==> src/rtl/weight_pkg.sv <==
// Shared definitions for the weight DRM read path: default widths, FSM
// encoding and the read-FIFO sizing rule.
package weight_pkg;

  localparam int RD_ADDR_DEPTH_DEFAULT = 8;
  localparam int DATA_WIDTH_DEFAULT    = 64;

  localparam logic [1:0] ST_IDLE  = 2'd0;
  localparam logic [1:0] ST_ISSUE = 2'd1;
  localparam logic [1:0] ST_DRAIN = 2'd2;
  localparam logic [1:0] ST_DONE  = 2'd3;

  // Two spare slots beyond the read latency let the stream run at full rate.
  function automatic int fifo_depth(input int rd_latency);
    return rd_latency + 2;
  endfunction

endpackage

==> src/rtl/weight_rd_fifo.sv <==
// Synchronous first-word-fall-through FIFO with a synchronous flush.
// The head reads as zero while empty so the stream data is clean when idle.
module weight_rd_fifo #(
  parameter int WIDTH = 64,
  parameter int DEPTH = 4
) (
  input  logic                             clk,
  input  logic                             rstn,
  input  logic                             flush,
  input  logic                             push,
  input  logic [WIDTH-1:0]                 push_data,
  input  logic                             pop,
  output logic [WIDTH-1:0]                 head,
  output logic                             not_empty,
  output logic [$clog2(DEPTH+1)-1:0]       count
);

  localparam int AW = (DEPTH > 1) ? $clog2(DEPTH) : 1;
  localparam int CW = $clog2(DEPTH + 1);

  logic [WIDTH-1:0] mem [DEPTH];
  logic [AW-1:0]    wr_ptr;
  logic [AW-1:0]    rd_ptr;
  logic             do_push;
  logic             do_pop;

  assign not_empty = (count != '0);
  assign do_pop    = pop && not_empty;
  // A push into a full FIFO is legal only when the head leaves in the same cycle.
  assign do_push   = push && ((count != CW'(DEPTH)) || do_pop);
  assign head      = not_empty ? mem[rd_ptr] : '0;

  always_ff @(posedge clk) begin
    if (!rstn || flush) begin
      wr_ptr <= '0;
      rd_ptr <= '0;
      count  <= '0;
    end else begin
      if (do_push) wr_ptr <= (wr_ptr == AW'(DEPTH - 1)) ? '0 : wr_ptr + 1'b1;
      if (do_pop)  rd_ptr <= (rd_ptr == AW'(DEPTH - 1)) ? '0 : rd_ptr + 1'b1;
      if (do_push && !do_pop)      count <= count + 1'b1;
      else if (!do_push && do_pop) count <= count - 1'b1;
    end
  end

  always_ff @(posedge clk) begin
    if (do_push) mem[wr_ptr] <= push_data;
  end

endmodule

==> src/rtl/weight_drm_reader.sv <==
// Weight DRM read engine: issues a run of reads under a credit limit, absorbs
// the RAM latency in a small FIFO and streams the words out valid/ready.
module weight_drm_reader
  import weight_pkg::*;
#(
  parameter int RD_ADDR_DEPTH = RD_ADDR_DEPTH_DEFAULT,
  parameter int DATA_WIDTH    = DATA_WIDTH_DEFAULT,
  parameter int RD_LATENCY    = 2
) (
  input  logic                     clk,
  input  logic                     rstn,
  input  logic                     flush,
  input  logic                     start,
  input  logic [RD_ADDR_DEPTH-1:0] base_addr,
  input  logic [RD_ADDR_DEPTH:0]   num_words,
  output logic                     busy,
  output logic                     done,
  output logic                     drm_rd_en,
  output logic [RD_ADDR_DEPTH-1:0] drm_addr_rd,
  input  logic [DATA_WIDTH-1:0]    drm_rd_data,
  output logic                     w_valid,
  input  logic                     w_ready,
  output logic [DATA_WIDTH-1:0]    w_data,
  output logic                     w_last,
  output logic [1:0]               state_dbg
);

  // Stream handshake: a beat transfers on a cycle with w_valid && w_ready;
  // w_valid depends only on registered FIFO state, and w_valid/w_data hold
  // until that transfer.

  localparam int FIFO_DEPTH = fifo_depth(RD_LATENCY);
  localparam int CW         = $clog2(FIFO_DEPTH + 1);

  logic [1:0]               state;
  logic [RD_ADDR_DEPTH-1:0] rd_addr;
  logic [RD_ADDR_DEPTH:0]   num_q;
  logic [RD_ADDR_DEPTH:0]   issue_cnt;
  logic [RD_ADDR_DEPTH:0]   pop_cnt;
  logic [RD_LATENCY-1:0]    rd_pipe;
  logic [CW-1:0]            inflight;
  logic [CW-1:0]            fifo_count;
  logic [CW:0]              credit_sum;
  logic                     credit_ok;
  logic                     rd_fire;
  logic                     fifo_valid;
  logic                     beat;
  logic                     accept;

  assign accept     = start && (state == ST_IDLE);
  assign credit_sum = {1'b0, inflight} + {1'b0, fifo_count};
  assign credit_ok  = credit_sum < (CW + 1)'(FIFO_DEPTH);
  assign rd_fire    = (state == ST_ISSUE) && credit_ok;
  assign beat       = fifo_valid && w_ready;

  always_comb begin
    inflight = '0;
    for (int i = 0; i < RD_LATENCY; i++) inflight = inflight + CW'(rd_pipe[i]);
  end

  always_ff @(posedge clk) begin
    if (!rstn || flush) begin
      state     <= ST_IDLE;
      rd_addr   <= '0;
      num_q     <= '0;
      issue_cnt <= '0;
    end else begin
      case (state)
        ST_IDLE: if (start) begin
          rd_addr   <= base_addr;
          num_q     <= num_words;
          issue_cnt <= '0;
          state     <= (num_words == '0) ? ST_DONE : ST_ISSUE;
        end
        ST_ISSUE: if (rd_fire) begin
          rd_addr   <= rd_addr + 1'b1;
          issue_cnt <= issue_cnt + 1'b1;
          if (issue_cnt == num_q - 1'b1) state <= ST_DRAIN;
        end
        ST_DRAIN: if (beat && w_last) state <= ST_DONE;
        default:  state <= ST_IDLE;
      endcase
    end
  end

  always_ff @(posedge clk) begin
    if (!rstn || flush)  pop_cnt <= '0;
    else if (accept)     pop_cnt <= '0;
    else if (beat)       pop_cnt <= pop_cnt + 1'b1;
  end

  // Read-strobe history; the oldest bit marks the cycle the RAM data is valid.
  always_ff @(posedge clk) begin
    if (!rstn || flush) begin
      rd_pipe <= '0;
    end else begin
      rd_pipe[0] <= rd_fire;
      for (int i = 1; i < RD_LATENCY; i++) rd_pipe[i] <= rd_pipe[i-1];
    end
  end

  weight_rd_fifo #(
    .WIDTH (DATA_WIDTH),
    .DEPTH (FIFO_DEPTH)
  ) u_fifo (
    .clk       (clk),
    .rstn      (rstn),
    .flush     (flush),
    .push      (rd_pipe[RD_LATENCY-1]),
    .push_data (drm_rd_data),
    .pop       (beat),
    .head      (w_data),
    .not_empty (fifo_valid),
    .count     (fifo_count)
  );

  assign w_valid     = fifo_valid;
  assign w_last      = fifo_valid && (pop_cnt == num_q - 1'b1);
  assign busy        = (state != ST_IDLE);
  assign done        = (state == ST_DONE);
  assign drm_rd_en   = rd_fire;
  assign drm_addr_rd = rd_addr;
  assign state_dbg   = state;

endmodule

==> config.mk <==
export PLATFORM = sky130hd
export DESIGN_NAME = weight_drm_reader
export DESIGN_NICKNAME = d
export VERILOG_FILES = /design/src/rtl/weight_pkg.sv /design/src/rtl/weight_rd_fifo.sv /design/src/rtl/weight_drm_reader.sv
export SDC_FILE = /design/constraint.sdc
export NUM_CORES = 1
export LEC_CHECK = 0
export CELL_PAD_IN_SITES_DETAIL_PLACEMENT = 0
export CELL_PAD_IN_SITES_GLOBAL_PLACEMENT = 1
export CORE_MARGIN = 3
export CORE_UTILIZATION = 50
export CTS_CLUSTER_DIAMETER = 40
export DETAILED_ROUTE_END_ITERATION = 10
export PLACE_DENSITY = 0.85
export SYNTH_ARGS = -nofsm -noshare
export SYNTH_HDL_FRONTEND = slang
export SYNTH_HIERARCHICAL = 1
export SYNTH_SLANG_ARGS = --single-unit
==> constraint.sdc <==
create_clock -name clk -period 8.5 [get_ports clk]
set_clock_uncertainty 0.2 [all_clocks]
set_input_delay 0.85 -clock clk [delete_from_list [all_inputs] [get_ports clk]]
set_output_delay 0.85 -clock clk [all_outputs]
set_load 0.005 [all_outputs]
Word level (Yosys, flattened, before mapping) --
Memory sizes are Yosys's and may differ from the RTL's. A register that Yosys moved wholly into a read port is not among the register bits. Index checks and enable logic that the tools add are counted.
Word-level totals: RAM bits 256, flip-flop bits (word level) 46, word-level logic and storage cells 78, memories 1
Cells by class: order comparisons 1, eq/ne operators 12, mux-type cells 21, add/sub/neg operators 10, reduce and logical (&&, ||, !) cells 24
Memories:
- u_fifo.mem | words 4, width 64, rd ports 1, clocked after memory_dff 1, write ports 1, line weight_rd_fifo.sv:21 | logic [WIDTH-1:0] mem [DEPTH];
Operator list (count):
- 64-bit two-way mux | 1
- 9-bit by 1-bit adder with 9-bit output (second input constant) | 2
- 9-bit equality test | 2
- 2-bit two-way mux | 9
- 9-bit two-way mux | 2
- 9-bit one-hot mux with 2 select lines | 1
- 8-bit two-way mux | 2
- 8-bit one-hot mux with 2 select lines | 1
- 1-bit logical AND | 9
- 9-bit logical NOT | 1
- 9-bit by 1-bit subtractor with 9-bit output (second input constant) | 1
- 8-bit by 1-bit adder with 8-bit output (second input constant) | 1
- 2-bit equality test (second input constant) | 4
- 3-bit two-way mux | 2
- 2-bit inequality test (second input constant) | 3
- 2-bit one-hot mux with 3 select lines | 1
- 2-bit nonzero test | 3
- 2-bit by 1-bit adder with 2-bit output (second input constant) | 2
- 3-bit by 3-bit adder with 4-bit output | 1
- 4-bit by 3-bit less-than comparator with 1-bit output (second input constant) | 1
- 4-bit AND reduction | 1
- 3-bit by 1-bit adder with 3-bit output (second input constant) | 1
- 1-bit logical NOT | 3
- 3-bit inequality test (second input constant) | 1
- other kinds (11) | 13

Logic depth before layout (Yosys ltp) --
Gate-level depths: netlist of the first run.
depth after elaboration 9, gate-level depth with buffers 12, mapped depth without buffers 11

By module --
The synthesis of the first run kept the hierarchy.
By module, submodules not included:
- weight_rd_fifo | area an instance 10110.9 um^2, times used 1, cells each 453, seq. area each 7867.5 um^2
- weight_drm_reader | area an instance 2403.6 um^2, times used 1, cells each 305, seq. area each 780.7 um^2

Worst setup path after synthesis of the first run --
Ideal clock, no wire load.
kind flip-flop to flip-flop, start register u_fifo.count[0], end register u_fifo.count[2], required time 8.230 ns, clock period less this slack 3.105 ns, setup slack 5.395 ns, stages on the path, launching flop included 13, arrival time 2.835 ns, path through dfxtp_1 > or3_2 > clkbuf_1 > nand2_1 > inv_1 > or4b_4 > and2_4 > ha_1 > inv_1 > fa_1 > xor2_1 > or3_1 > a21oi_1
On the way: longest elaborated chain between the ends 8, elaborated cells on any way between the ends 15, those cells by class 2 x add/sub; 1 x eq/ne; 2 x mux; 10 x reduce/logical
RTL lines:
- start: declaration | line weight_rd_fifo.sv:15 | output logic [$clog2(DEPTH+1)-1:0] count
- start signal: assignment | line weight_rd_fifo.sv:41 | if (do_push && !do_pop) count <= count + 1'b1;
- start signal: assignment | line weight_rd_fifo.sv:42 | else if (!do_push && do_pop) count <= count - 1'b1;
- 3-bit nonzero test * | line weight_rd_fifo.sv:27 | assign not_empty = (count != '0);
- via w_valid | line weight_drm_reader.sv:21 | output logic w_valid,
- 1-bit logical AND * | line weight_drm_reader.sv:54 | assign beat = fifo_valid && w_ready;
- via beat | line weight_drm_reader.sv:47 | logic beat;
- 1-bit logical AND * | line weight_rd_fifo.sv:28 | assign do_pop = pop && not_empty;
- 1-bit logical OR * | line weight_rd_fifo.sv:30 | assign do_push = push && ((count != CW'(DEPTH)) || do_pop);
- 1-bit logical AND * | line weight_rd_fifo.sv:30
- via u_fifo.do_push | line weight_rd_fifo.sv:24 | logic do_push;
- 1-bit logical NOT | line weight_rd_fifo.sv:42
- 1-bit logical AND | line weight_rd_fifo.sv:42
- 2-bit nonzero test (no source line)
The timed path passes the listed nets; every way through them passes the cells marked *. The select of a mux whose other input is x is not followed. A chain may end at the register's enable or synchronous reset.

==> results of run 1 <==
registers in the layout, summed over array words and instances, names as in the netlist, named ones only:
name           count
drm_addr_rd        8
issue_cnt          9
num_q              9
pop_cnt            9
rd_pipe            2
state_dbg          2
u_fifo/count       3
u_fifo/mem       256
u_fifo/rd_ptr      2
u_fifo/wr_ptr      2
cell type report:
| cell class | count | area share [%] |
|---|---|---|
| sequential | 304 | 55.32 |
| tap | 324 | 2.591 |
| inverter | 15 | 0.3599 |
| clock buffer | 42 | 6.174 |
| antenna | 1 | 0.01599 |
| multi-input combinational | 404 | 23.26 |
| clock inverter | 21 | 1.687 |
| timing repair buffer | 166 | 10.59 |
worst max-delay path by stage:
| stage | slack [ns] | from | end | cells after the start |
|---|---|---|---|---|
| 2_1_floorplan | 5.40 | u_fifo/count[0]$_SDFFE_PP0P_ | u_fifo/count[2]$_SDFFE_PP0P_ | 12 |
| 3_3_place_gp | 4.68 | flop | w_data[56] | 4 |
| 3_5_place_dp | 4.67 | flop | w_data[57] | 4 |
| 4_1_cts | 4.12 | flop | w_data[43] | 4 |
| 5_1_grt | 3.97 | flop | w_data[43] | 4 |
| 6_report | 4.25 | flop | w_data[30] | 4 |
logic make-up (layout without fill, tap and decap cells):
logic type                 after synthesis  in the layout
xor gates and xnor gates                33             33
AOI/OAI and AO/OA                       66             66
other                                    0              1
adders and majority gates               19             19
muxes                                   68             68
buffers and inverters                   50            244
and+or+nand+nor                        218            218
DFF                                    304            304
through the flow:
step | worst slack [ns] | power, W | utilization [%] | cells | cell area, sq um
after floorplan | 5.395 | 0.001710 | - | 758 | 12510
after global placement | 4.679 | 0.001781 | 58.92 | 1213 | 14410
after detailed placement | 4.675 | 0.001783 | 58.92 | 1213 | 14410
after CTS | 4.118 | 0.003339 | 63.95 | 1276 | 15640
after global routing | 3.971 | 0.003419 | 63.96 | 1277 | 15650
final | 4.254 | 0.003309 | 63.96 | 1277 | 15650
power by group:
group	internal [W]	switching, W
logic	0.0000664	0.0000595
clock network	0.000973	0.000584
registers	0.00162	0.00000691
routing by layer:
metal,track usage [%],share of wire [%],vias to the layer above
li1,-,-,3251
met1,26.90,44,3411
met2,30.44,48,222
met3,4.464,7.0,36
met4,4.691,1.5,4
met5,0,0.14,-
layout by cell type (no fill, tap or decap), types with 3 or more instances in the layout:
master,instances
a21oi_1,29
and2_1,66
clkinv_1,5
nor3_1,4
or3_1,7
o21ai_0,10
bufinv_16,5
clkbuf_1,4
a31oi_1,3
nor2b_1,3
nand3_1,8
clkinv_4,4
a211oi_1,3
xnor2_1,13
ha_1,17
nand4_1,10
o31ai_1,5
nand2b_1,4
clkinv_2,3
nor2_1,42
and3_4,4
xor2_1,18
nand2_1,49
and3_1,6
mux2i_1,4
edfxtp_1,256
inv_1,15
clkbuf_16,38
clkdlybuf4s50_1,164
mux4_2,64
dfxtp_1,46
worst reg2reg max path, delay by kind of cell, from the launching register on:
family                     cells  cell delay, ns
AOI/OAI and AO/OA              4            1.62
DFF                            1            0.47
adders and majority gates      2            0.42
and+or+nand+nor                2            0.76
==> results_dict.tcl, run 1 <==
set metrics [dict create \
    syn_to_final_growth_pct 25.03 \
    first_global_vias 7070 \
    required_ns 7.45 \
    globalRouteTotalUtil_pct 19.08 \
    reg2reg_setup_slack_ns 4.97 \
    post_cts_buffers 0 \
    root_buffer "clkbuf_16" \
    setup-violations-final 0 \
    htree_levels 2 \
    wl_per_cell_microns 19.60 \
    synthSimpleGateAreaFrac_pct 9.378 \
    grt_max_degree 66 \
    clkTransAtPathRegs_ns 0.06 \
    boundaryPins 165 \
    nets 1032 \
    grt_pass1_wl_mm 39.62 \
    worst_ir_drop_vdd_mv 0.1255 \
    ys_seq_area_share_pct 69.11 \
    drt-pass1-iter-count 5 \
    holdWs_ns 0.2548 \
    drive_above_1_share_pct 14.50 \
    syn_inst 758 \
    cts_hold_buffers 0 \
    drc 0 \
    gp_congestion 0.7880 \
    fmax_mhz 235.5 \
    period_minus_slack_ns 4.246 \
    outcome "completed" \
    path_cells "buf_4, mux4_2, and2_1, clkdlybuf4s50_1" \
    synthAdderAreaFrac_pct 1.940 \
    dieArea_sq_um 26960 \
    cts.sinks 304 \
    netlist.area_leader.share_pct 61.43 \
    path_max_fanout 35 \
    finalMaxSlewViolations 0 \
    fin_crit_sh_pct 49.96 \
    cts_tree "built" \
    cts_max_path_buffers 3 \
    synth_top_family_by_area "multiplexers" \
    tightest_slew_ns 1.019 \
    async_reset_ff_share_pct 0 \
    fp-row-count 57 \
    antenna_found_initial 3 \
    reg2reg_to "issue_cnt[7]$_SDFFE_PP0P_" \
    r2r_cells 8 \
    ys_warn_count 6 \
    worstHoldStart "rd_pipe[0]$_SDFF_PP0_" \
    fillers 1778 \
    hold_path_end "rd_pipe[1]$_SDFF_PP0_" \
    synth_seq_cells 304 \
    synth_flop_cell "edfxtp_1" \
    insertion_delay_ns 0.50 \
    synth_edf_count 256 \
    multi_input_area_sq_um 3640 \
    synthMuxAreaShare_pct 11.84 \
    floorplan.initialDensity_pct 51.16 \
    critPathArrivalTime_ns 3.20 \
    synthTopCellsByCount "256 x edfxtp_1, 66 x and2_1, 64 x mux4_2" \
    max_stage_delay_ns 0.74 \
    postSynthAreaPerCell_sq_um 16.51 \
    synth-xor-area-share_pct 2.529 \
    fin_setup_tns_ns 0 \
    drt_iter0_markers 512 \
    core-area_sq_um 24460 \
    cpLargestDelayFamily "buffers and inverters" \
    hold_path.class "reg2reg" \
    r2r-start "rd_pipe[1]$_SDFF_PP0_" \
    synth.area.top_cells "edfxtp_1 61%, mux4_2 12%, dfxtp_1 7.7%, and2_1 3.3%, ha_1 1.7%" \
    finalHoldViolCount 0 \
    startpoint_type "flop" \
    hpwl_mm 15.26 \
    synth.most_common_cell "edfxtp_1" \
    vias 6924 \
    critical_path_buf_inv_count 2 \
    via_per_inst 5.422 \
    ant_nets 0 \
    relSlewSlack_pct 32.05 \
    mappedNetlistArea_sq_um 12510 \
    power.density_nw_per_um2 211.5 \
    cts_resized 0 \
    end_kind "output port" \
    io_buffers 164 \
    grt_overflow 0 \
    synth-compound-area-share_pct 3.279 \
    synth_nets 862 \
    seq_area_sq_um 8656 \
    rsz0062_at_grt "no" \
    leakagePower_nw 5.112 \
    drt-total-wl_mm 25.03 \
    slowest_stage "dfxtp_4" \
    die_h_microns 164.2 \
    cap_violations 0 \
    synth_top_area_cell "edfxtp_1" \
    dieWidth_microns 164.2 \
    synth_cell_type_count 59 \
    criticalPathCategory "reg2out" \
    holdPathStages 1 \
    cts_made_buffers 37 \
]
(Power assumes the default switching activity.)
==> run 2, diff against run 1 <==
--- a/config.mk
+++ b/config.mk
@@ -8,10 +8,10 @@
 export CELL_PAD_IN_SITES_DETAIL_PLACEMENT = 0
 export CELL_PAD_IN_SITES_GLOBAL_PLACEMENT = 1
 export CORE_MARGIN = 3
-export CORE_UTILIZATION = 50
+export CORE_UTILIZATION = 46
 export CTS_CLUSTER_DIAMETER = 40
 export DETAILED_ROUTE_END_ITERATION = 10
-export PLACE_DENSITY = 0.85
+export PLACE_DENSITY = 0.79
 export SYNTH_ARGS = -nofsm -noshare
 export SYNTH_HDL_FRONTEND = slang
 export SYNTH_HIERARCHICAL = 1
==> constraint.sdc (replaced) <==
create_clock -name clk -period 4.1 [get_ports clk]
set_clock_uncertainty 0.2 [all_clocks]
set_input_delay 0.41 -clock clk [delete_from_list [all_inputs] [get_ports clk]]
set_output_delay 0.41 -clock clk [all_outputs]
set_load 0.005 [all_outputs]
==> results_dict.tcl, run 2 (synthesis gave the netlist of run 1 again) <==
set metrics [dict create \
    outcome "completed" \
    cts_made_buffers 39 \
    postPlaceCellArea_sq_um 14510 \
    ant_nets 0 \
    max_stage_delay_ns 0.52 \
    startpoint_type "flop" \
    dieArea_sq_um 29220 \
    clkTransAtPathRegs_ns 0.05 \
    grt_max_degree 67 \
    layout_common_cells "256 x edfxtp_1, 164 x clkdlybuf4s50_1, 66 x and2_1, 64 x mux4_2, 49 x nand2_1" \
    path_cells "or3_2, buf_4, nand3_1, a311oi_2, nand3_1, nor2_1, clkdlybuf4s50_1" \
    pwr-share-clk_pct 47.2 \
    r2r_cells 11 \
    cpMostUsedCell "nand3_1" \
    via_per_inst 5.423 \
    p_sw_w 0.001397 \
    p_comb_share_pct 3.8 \
    dp_slack_ns 0.8354 \
    antenna_cells 0 \
    io_buffers 164 \
    total_power_w 0.006879 \
    grt_pass1_wl_mm 40.92 \
    fin_setup_tns_ns 0 \
    top_usage_layer "met2" \
    path_max_fanout 66 \
    first_global_vias 7221 \
    antenna_found_initial 1 \
    vias 7072 \
    startpoint "u_fifo/count[0]$_SDFFE_PP0P_" \
    rsz0062_at_grt "no" \
    required_ns 3.49 \
    dieWidth_microns 170.9 \
    syn_to_final_growth_pct 25.95 \
    crit_end "w_last" \
    finalHoldViolCount 0 \
    fin_area_sq_um 15760 \
    reg2reg_to "u_fifo/count[2]$_SDFFE_PP0P_" \
    drive_above_1_share_pct 16.10 \
    switching_share_pct 20.30 \
    hold_path.class "reg2reg" \
    relSlewSlack_pct 32.30 \
    reg2reg_setup_slack_ns 0.98 \
    p_seq_share_pct 49.0 \
    cts_resized 0 \
    setup-violations-final 0 \
    cts.sinks 304 \
    critPathArrivalTime_ns 2.85 \
    htree_levels 2 \
    wl_per_cell_microns 19.99 \
    die_h_microns 170.9 \
    cap_violations 0 \
    fmax_mhz 289.0 \
    drt-total-wl_mm 26.07 \
    globalRouteTotalUtil_pct 18.04 \
    tightest_slew_ns 1.015 \
    utilization_pct 59.64 \
    r2r-start "u_fifo/count[0]$_SDFFE_PP0P_" \
    largest_reg_flops 256 \
    drc 0 \
    worst_slack_ns 0.6400 \
    met2_usage_pct 29.26 \
    layout_commonest_cell "edfxtp_1" \
    post_cts_buffers 0 \
    drt-pass1-iter-count 4 \
    fp-row-count 59 \
    cts_hold_buffers 0 \
    finalMaxSlewViolations 0 \
    floorplan.initialDensity_pct 47.35 \
    internal-power_w 0.005482 \
    cts_max_path_buffers 3 \
    slowest_stage "buf_4" \
    gp_congestion 0.8190 \
    criticalPathCategory "reg2out" \
    nets 1046 \
    core-area_sq_um 26430 \
    worst_ir_drop_vdd_mv 0.2717 \
    period_minus_slack_ns 3.460 \
    insertion_delay_ns 0.50 \
    leakagePower_nw 5.198 \
    cts_tree "built" \
    root_buffer "clkbuf_16" \
    top_register "u_fifo/mem" \
    grt_overflow 0 \
    grtUsageMet1_pct 25.01 \
    gr-usage-met3_pct 3.859 \
    end_kind "output port" \
    drt_iter0_markers 591 \
    boundaryPins 165 \
    hpwl_mm 16.39 \
    fin_crit_sh_pct 84.39 \
    fillers 2010 \
    power.density_nw_per_um2 436.4 \
]
==> run 2: changes by cell type in the layout (fill, tap and decap cells not counted), moves of 2 or more <==
cell	delta
and3_2	+4
and3_4	-4
buf_4	+11
bufinv_16	-3
clkbuf_1	+2
clkbuf_16	+2
clkbuf_8	+3
clkinv_1	-3
inv_6	+3
==> run 2: routing by layer <==
layer | wire [microns] | share of wire [%]
met1 | 11530 | 44
met2 | 12470 | 48
met3 | 1515 | 5.8
met4 | 546 | 2.1
met5 | 13 | 0.050
==> run 2: worst min path at each step <==
| stage | start | endpoint | depth (start not counted) |
|---|---|---|---|
| floorplan | rd_pipe[0]$_SDFF_PP0_ | rd_pipe[1]$_SDFF_PP0_ | 1 |
| global placement | rd_pipe[0]$_SDFF_PP0_ | rd_pipe[1]$_SDFF_PP0_ | 1 |
| detailed placement | rd_pipe[0]$_SDFF_PP0_ | rd_pipe[1]$_SDFF_PP0_ | 1 |
| CTS | rd_pipe[0]$_SDFF_PP0_ | rd_pipe[1]$_SDFF_PP0_ | 1 |
| global route | rd_pipe[0]$_SDFF_PP0_ | rd_pipe[1]$_SDFF_PP0_ | 1 |
| finish | rd_pipe[0]$_SDFF_PP0_ | rd_pipe[1]$_SDFF_PP0_ | 1 |
==> run 2: stage by stage <==
stage / hold slack (ns) / instances
2_1_floorplan: 0.2367 / 758
3_3_place_gp: 0.2509 / 1236
3_5_place_dp: 0.2520 / 1236
4_1_cts: 0.2507 / 1304
5_1_grt: 0.2916 / 1304
6_report: 0.2465 / 1304
==> run 2: area by class of cell <==
type                            count  area, sq um  area share (%)
Clock buffer                       49         1065           6.755
Clock inverter                     19        185.2           1.175
Inverter                           15        56.30          0.3572
Multi-Input combinational cell    404         3625           23.00
Sequential cell                   304         8653           54.90
Tap cell                          335        419.2           2.659
Timing Repair Buffer              178         1759           11.16
==> run 2: critical path, delay by kind of cell, from the launching register on <==
family | cells | cell delay [ns]
compound gates | 1 | 0.23
buf+inv | 2 | 1.04
simple gates | 4 | 0.63
flops | 1 | 0.45
==> run 2: power by group through the flow <==
stage	clock network [W]	logic, W	registers [W]
after floorplan	0	0.000113	0.00343
after global placement	0	0.000259	0.00344
after detailed placement	0	0.000263	0.00344
after CTS	0.00332	0.000265	0.00337
after global routing	0.00346	0.000290	0.00337
final	0.00324	0.000262	0.00337
